### src/rtl/ecg_pkg.sv
// Shared definitions for the ECG moving-average stage: sample width, beat type, FSM encodings.
package ecg_pkg;
  localparam int ECG_DATA_W = 16;

  typedef struct packed {
    logic [ECG_DATA_W-1:0] tdata;
    logic                  tvalid;
    logic                  tready;
  } ecg_axis_beat_t;

  typedef enum logic [1:0] {
    S_IDLE = 2'd0,
    S_READ = 2'd1,
    S_UPD  = 2'd2,
    S_OUT  = 2'd3
  } ecg_state_e;
endpackage

### src/rtl/ecg_moving_avg_axis_if.sv
// AXI4-Stream data/valid/ready bundle used for both the sample input and the mean output.
interface ecg_moving_avg_axis_if
  import ecg_pkg::*;
#(
  parameter int DATA_W = ECG_DATA_W
);
  logic [DATA_W-1:0] tdata;
  logic              tvalid;
  logic              tready;

  modport master (output tdata, output tvalid, input tready);
  modport slave  (input tdata, input tvalid, output tready);
endinterface

### src/rtl/ecg_ring_ram.sv
// Sample history ring: one write port, one registered read port, no reset so it maps to LUTRAM/BRAM.
module ecg_ring_ram #(
  parameter int DATA_W = 16,
  parameter int AW     = 3
) (
  input  logic              clk,
  input  logic              we,
  input  logic [AW-1:0]     waddr,
  input  logic [DATA_W-1:0] wdata,
  input  logic              re,
  input  logic [AW-1:0]     raddr,
  output logic [DATA_W-1:0] rdata
);
  logic [DATA_W-1:0] mem [2**AW];
  logic [DATA_W-1:0] rd_d, rd_q;

  always_comb begin
    rd_d = rd_q;
    if (re) rd_d = mem[raddr];
  end

  always_ff @(posedge clk) begin
    if (we) mem[waddr] <= wdata;
    rd_q <= rd_d;
  end

  assign rdata = rd_q;
endmodule

### src/rtl/ecg_moving_avg_axis.sv
// Boxcar moving average over the last 2**LOG2_TAPS ADC samples, one result per accepted sample.
module ecg_moving_avg_axis
  import ecg_pkg::*;
#(
  parameter int DATA_W      = ECG_DATA_W,
  parameter int LOG2_TAPS   = 3,
  parameter bit EDGE_ACCEPT = 1'b1
) (
  input  logic                  clk,
  input  logic                  rst,
  ecg_moving_avg_axis_if.slave  s_axis,
  ecg_moving_avg_axis_if.master m_axis,
  output logic                  primed
);
  localparam int SUM_W = DATA_W + LOG2_TAPS;
  localparam logic [LOG2_TAPS:0] TAPS_CNT = (LOG2_TAPS+1)'(1 << LOG2_TAPS);

  ecg_state_e              state_d, state_q;
  logic [DATA_W-1:0]       x_d, x_q;
  logic signed [SUM_W-1:0] sum_d, sum_q;
  logic [LOG2_TAPS-1:0]    wr_ptr_d, wr_ptr_q;
  logic [LOG2_TAPS:0]      fill_cnt_d, fill_cnt_q;
  logic                    armed_d, armed_q;
  logic                    primed_d, primed_q;
  logic [DATA_W-1:0]       tdata_d, tdata_q;

  logic                    accept;
  logic [DATA_W-1:0]       x_old, x_old_eff;
  logic signed [SUM_W-1:0] x_ext, old_ext, sum_step;

  ecg_ring_ram #(.DATA_W(DATA_W), .AW(LOG2_TAPS)) u_ram (
    .clk   (clk),
    .we    (state_q == S_UPD),
    .waddr (wr_ptr_q),
    .wdata (x_q),
    .re    (state_q == S_READ),
    .raddr (wr_ptr_q),
    .rdata (x_old)
  );

  always_comb begin
    state_d    = state_q;
    x_d        = x_q;
    sum_d      = sum_q;
    wr_ptr_d   = wr_ptr_q;
    fill_cnt_d = fill_cnt_q;
    armed_d    = armed_q;
    tdata_d    = tdata_q;
    accept     = 1'b0;

    // Until the window is full the slot being replaced holds no real sample.
    x_old_eff = (fill_cnt_q < TAPS_CNT) ? '0 : x_old;
    x_ext     = {{LOG2_TAPS{x_q[DATA_W-1]}}, x_q};
    old_ext   = {{LOG2_TAPS{x_old_eff[DATA_W-1]}}, x_old_eff};
    sum_step  = sum_q + x_ext - old_ext;

    case (state_q)
      S_IDLE: begin
        if (s_axis.tvalid && (armed_q || !EDGE_ACCEPT)) begin
          accept  = 1'b1;
          x_d     = s_axis.tdata;
          state_d = S_READ;
        end
      end
      S_READ: state_d = S_UPD;
      S_UPD: begin
        sum_d    = sum_step;
        wr_ptr_d = wr_ptr_q + 1'b1;
        if (fill_cnt_q < TAPS_CNT) fill_cnt_d = fill_cnt_q + 1'b1;
        tdata_d  = DATA_W'(sum_step >>> LOG2_TAPS);
        state_d  = S_OUT;
      end
      S_OUT: if (m_axis.tready) state_d = S_IDLE;
      default: state_d = S_IDLE;
    endcase

    // Re-arm whenever valid drops; an accept in the same cycle takes priority.
    if (!s_axis.tvalid) armed_d = 1'b1;
    if (accept)         armed_d = 1'b0;

    primed_d = (fill_cnt_q == TAPS_CNT);
  end

  always_ff @(posedge clk) begin
    if (rst) begin
      state_q    <= S_IDLE;
      x_q        <= '0;
      sum_q      <= '0;
      wr_ptr_q   <= '0;
      fill_cnt_q <= '0;
      armed_q    <= 1'b1;
      primed_q   <= 1'b0;
      tdata_q    <= '0;
    end else begin
      state_q    <= state_d;
      x_q        <= x_d;
      sum_q      <= sum_d;
      wr_ptr_q   <= wr_ptr_d;
      fill_cnt_q <= fill_cnt_d;
      armed_q    <= armed_d;
      primed_q   <= primed_d;
      tdata_q    <= tdata_d;
    end
  end

  assign s_axis.tready = (state_q == S_IDLE);
  assign m_axis.tvalid = (state_q == S_OUT);
  assign m_axis.tdata  = tdata_q;
  assign primed        = primed_q;
endmodule
### src/flat_wrapper.sv
// flat-port wrapper written by rule: the top's interface ports become plain ports
module ecg_moving_avg_axis_flat import ecg_pkg::*;
#(
  parameter int DATA_W      = ECG_DATA_W,
  parameter int LOG2_TAPS   = 3,
  parameter bit EDGE_ACCEPT = 1'b1
)
  (clk, rst, primed, s_axis_tdata, s_axis_tvalid, s_axis_tready, m_axis_tdata, m_axis_tvalid, m_axis_tready);
  ecg_moving_avg_axis_if #(.DATA_W(DATA_W)) s_axis_i ();
  ecg_moving_avg_axis_if #(.DATA_W(DATA_W)) m_axis_i ();
  input  logic clk;
  input  logic rst;
  output logic primed;
  input wire logic [$bits(s_axis_i.tdata)-1:0] s_axis_tdata;
  input wire logic [$bits(s_axis_i.tvalid)-1:0] s_axis_tvalid;
  output wire logic [$bits(s_axis_i.tready)-1:0] s_axis_tready;
  output wire logic [$bits(m_axis_i.tdata)-1:0] m_axis_tdata;
  output wire logic [$bits(m_axis_i.tvalid)-1:0] m_axis_tvalid;
  input wire logic [$bits(m_axis_i.tready)-1:0] m_axis_tready;
  assign s_axis_i.tdata = s_axis_tdata;
  assign s_axis_i.tvalid = s_axis_tvalid;
  assign s_axis_tready = s_axis_i.tready;
  assign m_axis_tdata = m_axis_i.tdata;
  assign m_axis_tvalid = m_axis_i.tvalid;
  assign m_axis_i.tready = m_axis_tready;
  ecg_moving_avg_axis #(.DATA_W(DATA_W), .LOG2_TAPS(LOG2_TAPS), .EDGE_ACCEPT(EDGE_ACCEPT)) u_core (.clk(clk), .rst(rst), .s_axis(s_axis_i), .m_axis(m_axis_i), .primed(primed));
endmodule
### config.mk
export PLATFORM = sky130hd
export DESIGN_NAME = ecg_moving_avg_axis_flat
export DESIGN_NICKNAME = d
export VERILOG_FILES = /design/src/rtl/ecg_pkg.sv /design/src/rtl/ecg_moving_avg_axis_if.sv /design/src/rtl/ecg_ring_ram.sv /design/src/rtl/ecg_moving_avg_axis.sv /design/src/flat_wrapper.sv
export SDC_FILE = /design/constraint.sdc
export NUM_CORES = 1
export LEC_CHECK = 0
export ABC_AREA = 1
export CORE_MARGIN = 10
export CORE_UTILIZATION = 30
export DETAILED_ROUTE_END_ITERATION = 16
export GPL_TIMING_DRIVEN = 0
export SLEW_MARGIN = 20
export SYNTH_ARGS = -nofsm -noshare
export SYNTH_HDL_FRONTEND = slang
export SYNTH_SLANG_ARGS = --single-unit
### constraint.sdc
create_clock -name clk -period 6.3 [get_ports clk]
set_input_delay 0.63 -clock clk [delete_from_list [all_inputs] [get_ports clk]]
set_output_delay 0.63 -clock clk [all_outputs]
set_load 0.1 [all_outputs]
# [Word-level counts from Yosys, hierarchy flattened]
# Memories as Yosys holds them, arrays and structs flattened. A register that Yosys moved wholly into a read port is not among the register bits.
# Cells that the tools add are included.
[op_classes] add_sub_neg=4 magnitude_cmp=1 eq_ne=7 muxes=10 n_reduce_logical=5
[ops] operator="19-bit by 16-bit adder with 19-bit output" n=1
[ops] operator="19-bit by 16-bit subtractor with 19-bit output" n=1
[ops] operator="16-bit 2-to-1 mux" n=1
[ops] operator="2-bit case mux with 4 select lines" n=1
[ops] operator="1-bit 2-to-1 mux" n=6
[ops] operator="2-bit by 1-bit inequality test with 1-bit output, second input constant" n=3
[ops] operator="2-bit AND reduction" n=3
[ops] operator="4-bit by 1-bit adder with 4-bit output, second input constant" n=1
[ops] operator="2-bit == test, second input constant" n=2
[ops] operator="4-bit == test, second input constant" n=1
[ops] operator="4-bit less-than comparator, second input constant" n=1
[ops] operator="2-bit 2-to-1 mux" n=2
[ops] operator="3-bit by 1-bit adder with 3-bit output, second input constant" n=1
[ops] operator="2-bit by 1-bit == test with 1-bit output, second input constant" n=1
[ops] operator="2-bit zero test" n=1
[ops] operator="1-bit logical AND" n=1
[word_totals] regBits=62 ramBits=128 inputBits=20 out_inout_bits=19 elab_cells=36 n_memories=1
[mem_list] name="u_core.u_ram.mem" words=8 width=16 rd=1 rd_ports_with_merged_regs=1 write_ports=1 line="ecg_ring_ram.sv:14" text="logic [DATA_W-1:0] mem [2**AW];"

# [Logic depth before layout (Yosys ltp)]
[depth] word_depth=4 ltp_mapped=19 depth_no_buf=17

# [Cells and area by module]
# Synthesis repeated with hierarchy kept, for this count alone.
[unflattened] cells_unflattened=1119 area_unflattened_um2=9760.6
[modules_own_cells] module="ecg_ring_ram" n_inst=1 cells_per_inst=587 area_each_um2=6149.6 seq_area_each_um2=4324.1
[modules_own_cells] module="ecg_moving_avg_axis" n_inst=1 cells_per_inst=532 area_each_um2=3611.0 seq_area_each_um2=920.9

# [Worst setup path after synthesis]
# Ideal clock, no wire load.
[synth_path] path_type="reg2reg" startpoint="reg u_core.fill_cnt_q[3]" endpoint="reg u_core.sum_q[13]" setup_time_ns=0.109 arrival_time_ns=2.310 required_time_ns=6.191 slack_ns=3.881 stages_incl_launch_ff=18 n_path_buf=2 synth_period_minus_slack_ns=2.419 cell_sequence="dfxtp_1 buf_4 clkbuf_1 nand2_1 inv_1 fa_1 inv_1 ha_1 nand2_2 inv_1 a21oi_1 nand3_2 nand2_1 nand2_1 nand2_1 nand3_1 nand2_1 inv_1"
[synth_between] elab_chain_cells=3
[synth_rtl] item="start: declaration" line="ecg_moving_avg_axis.sv:22" text="logic [LOG2_TAPS:0] fill_cnt_d, fill_cnt_q;"
[synth_rtl] item="start signal: assignment" line="ecg_moving_avg_axis.sv:99" text="fill_cnt_q <= fill_cnt_d;"
[synth_rtl] item="4-bit less-than comparator" line="ecg_moving_avg_axis.sv:52" text="x_old_eff = (fill_cnt_q < TAPS_CNT) ? '0 : x_old;"
[synth_rtl] item="16-bit 2-to-1 mux" line="ecg_moving_avg_axis.sv:52"
[synth_rtl] item="19-bit by 16-bit subtractor with 19-bit output" line="ecg_moving_avg_axis.sv:55" text="sum_step = sum_q + x_ext - old_ext;"
[synth_rtl] item="end signal: assignment" line="ecg_moving_avg_axis.sv:97" text="sum_q <= sum_d;"
[synth_rtl] item="end: declaration" line="ecg_moving_avg_axis.sv:20" text="logic signed [SUM_W-1:0] sum_d, sum_q;"
# Every way passes these cells.
# A chain may end at the register's enable or synchronous reset.

# [Worst setup path in the final report]
[layout_path] startpoint="reg u_core.state_q[0]" endpoint="out s_axis_tready"
[layout_between] elab_chain_cells=1
[layout_rtl] item="start: declaration" line="ecg_moving_avg_axis.sv:18" text="ecg_state_e state_d, state_q;"
[layout_rtl] item="start signal: assignment" line="ecg_moving_avg_axis.sv:95" text="state_q <= state_d;"
[layout_rtl] item="2-bit zero test" line="ecg_moving_avg_axis.sv:106" text="assign s_axis.tready = (state_q == S_IDLE);"
[layout_rtl] item="end: declaration" line="flat_wrapper.sv:16" text="output wire logic [$bits(s_axis_i.tready)-1:0] s_axis_tready;"
# Every way passes these cells.

==> results.md <==
* CTS Root Cell: clkbuf_16
* CP startpoint: u_core.state_q[0]
* Relative slew slack at between 30% and 40%
* Drc violations at 0
* Synthesis-to-layout area growth at 18.3%
* Crit start category: register
* Setup_tns at 0 ns
* Hold Path End: u_core.primed
* Post-cts sizing count at 0
* # nets final at slightly above 1000
* Status: complete, no violations
* Clk_lat worst skew at about 0.44 ns
* Syn avg cell area at between 9 and 10 um2
* Slowest-stage cell, CP: clkdlybuf4s50_1
* Crit path DAT at between 2 and 2.5 ns
* Hold Path Depth at 1
* Setup repair bufs after CTS at 0
* Hold Path Origin: u_core.fill_cnt_q[2]
* Input/output buffers at 38
* Detail Route Antenna Nets at 0
* Crit-path max cell delay at about 1.2 ns
* Placer Congestion at ~0.9
* 1st-pass router iterations at 5
* Routed WL at 22.2 mm
* Total grt overflow at 0
* Worst reg-to-reg path cell count at 17
* Final core occ at a little over a third
* Largest area contributor in the netlist: edfxtp_1
* # rows at 63
* # setup viols final at 0
* Clock edge transition at the registers on the reported setup and hold paths at 0.07 ns
* Post-Syn Area at between 0.008 and 0.009 mm2
* Max VDD drop at about 0.24 mV
* Fin. Hold Viols at 0
* Initial Util at between 30% and 40%
* Fmax at 0.344 GHz
* Worst Path Required at ~5.7 ns
* Largest net degree at the start of global routing at 20
* Flop2flop setup slack at roughly 3.5 ns
* Vias in the first global route at 5898
* DR WL/cell at roughly 16 um
* Asr flop ratio synth at 0%
* Worst hold path class: reg -> reg
* RSZ-0062 raised after global routing: false
* Die Width at roughly 190 um
* Hold-fix buffers, CTS at 0
* Die height at around 190 um
* Ranking of synthesized cells by area: edfxtp_1, dfxtp_1, inv_1
* CP max FO at 5
* Commonest cells in the netlist: edfxtp_1, inv_1, nor2_1, nand2_1, o21ai_0
* Reg-to-Reg End: u_core.sum_q[18]
* First-iteration detailed-routing DRC count at 680
* Slew @ Worst Pin at about 0.99 ns
* Ys flop type: edfxtp_1
* H-tree levels at 4
* Global-route wire length before repair at between 30 and 40 mm
* Via count at 6273
* Final Skew at ~0.021 ns
* Sequential-to-total area share from yosys stat at between 50% and 60%
* Max-slew violations at 0
* Syn Nets at about 960
* Post-synthesis cell type count at 32
* Final min period at just under 3 ns
* Worst Path Class, Setup: reg -> out
* Initial antenna violation count at 0
* Critical path endpoint category: output port
* Cells after synthesis at 899
* Max_cap viols at 0
* N_diodes at 0
* Die area at between 0.03 and 0.04 mm2
* Top cell type's share of synthesized area at around half
* Clk sink count at 190
* CTS max path bufs at 2
* I/O pin cnt at 39
* Worst path cell trace: inv_1, ha_1, clkdlybuf4s50_1
* Vias per cell at 4.59
* Post-DP HPWL at 16.2 mm
* PwrDens at roughly 540 mW/mm2
* Total track usage at 12.1%
* Top-count cell post-synth: edfxtp_1
* Lkg Pwr at 4.32 nW
* Number of synthesized register bits at 190
* Crit share post-route at between 40% and 50%
* Core ar. at roughly 0.030 mm2
* CTS tree: done
* EDFF count, synth at between 100 and 150
* Share of cells above drive strength 1 at a little under a tenth
* TritonCTS Buffers at 17
* Reg-to-reg critical path startpoint: u_core.fill_cnt_q[3]
* Yosys warning count at 0
## sequential cells by signal (all words and copies together) (netlist names)
register / cells
u_core.armed_q: 1
u_core.fill_cnt_q: 4
u_core.primed: 1
u_core.state_q: 2
u_core.sum_q: 19
u_core.u_ram.mem: 128
u_core.u_ram.rdata: 16
u_core.wr_ptr_q: 3
u_core.x_q: 16
## placed cells by master, fill, tap and decap left out, drive strengths merged
cell / instances
ha: 26
nor3: 4
nand2: 110
o211ai: 1
o21a: 2
a22o: 1
fa: 18
o21ai: 98
clkinv: 4
xor2: 6
nor2: 141
clkdlybuf4s50: 38
inv: 149
nor4: 1
clkinvlp: 1
edfxtp: 144
a31oi: 1
clkbuf: 35
bufinv: 3
a211oi: 2
nand3: 29
and2: 2
a21oi: 56
o2111ai: 15
xnor2: 5
buf: 39
dfxtp: 46
## cells by family (layout without fill, tap and decap cells)
logic type,count (synthesis),after routing,synth area share (%)
xor+xnor,11,11,1.08
simple gates,287,287,12.9
compound gates,176,176,10.7
flops,190,190,58.6
fa+ha+maj,44,44,7.66
buf+inv,191,269,9.03
## power by group
part / switching, mW / total (mW) / internal, mW / leakage [nW]
registers: 0.137 / 1.76 / 1.63 / 1.71
logic: 1.91 / 2.81 / 0.903 / 2.31
clock network: 0.500 / 1.14 / 0.644 / 0.304
## worst max path at each step
| stage | endpoint | slack (ns) | cells after the start |
|---|---|---|---|
| 6_report | s_axis_tready | 3.39 | 3 |
| 5_1_grt | u_core.sum_q[15] | 3.18 | 17 |
| 4_1_cts | s_axis_tready | 3.33 | 3 |
| 3_5_place_dp | u_core.sum_q[18] | 3.45 | 17 |
| 3_3_place_gp | u_core.u_ram.mem[7][7] | 3.20 | 4 |
| 2_1_floorplan | u_core.sum_q[13] | 3.88 | 17 |
## worst max-delay path, delay by kind of cell (launching register included)
family     cells  cell delay [ns]
fa+ha+maj      1             0.25
flops          1             0.33
buf+inv        2             1.27
## cell type report
| class | instances | area [um2] |
|---|---|---|
| buffer | 47 | 268 |
| clock buffer | 19 | 433 |
| clock inverter | 13 | 199 |
| fill | 2921 | 19000 |
| inverter | 144 | 541 |
| multi-input combinational | 518 | 2920 |
| sequential | 190 | 5250 |
| tap | 390 | 488 |
| timing repair buffer | 46 | 497 |
## stage by stage
stage / cell area (um2) / hold slack, ns / total power, mW / instances / setup WS (ns)
3_3_place_gp: 9820 / 0.411 / 4.55 / 1327 / 3.20
3_5_place_dp: 9960 / 0.417 / 4.59 / 1335 / 3.45
4_1_cts: 10600 / 0.427 / 5.74 / 1367 / 3.33
6_report: 10600 / 0.423 / 5.72 / 1367 / 3.39
5_1_grt: 10600 / 0.443 / 6.14 / 1367 / 3.18
2_1_floorplan: 8950 / 0.397 / 3.87 / 899 / 3.88
## routing by layer
metal,vias to the layer above,share of wire (%),GRT usage (%),routed length (um)
met1,3023,48,16.5,10600
met2,155,46,19.1,10300
met4,0,1.0,3.64,228
li1,3083,-,-,-
met3,12,4.8,2.08,1080
met5,-,0,0,0
Power figures use the tool's default switching activity.
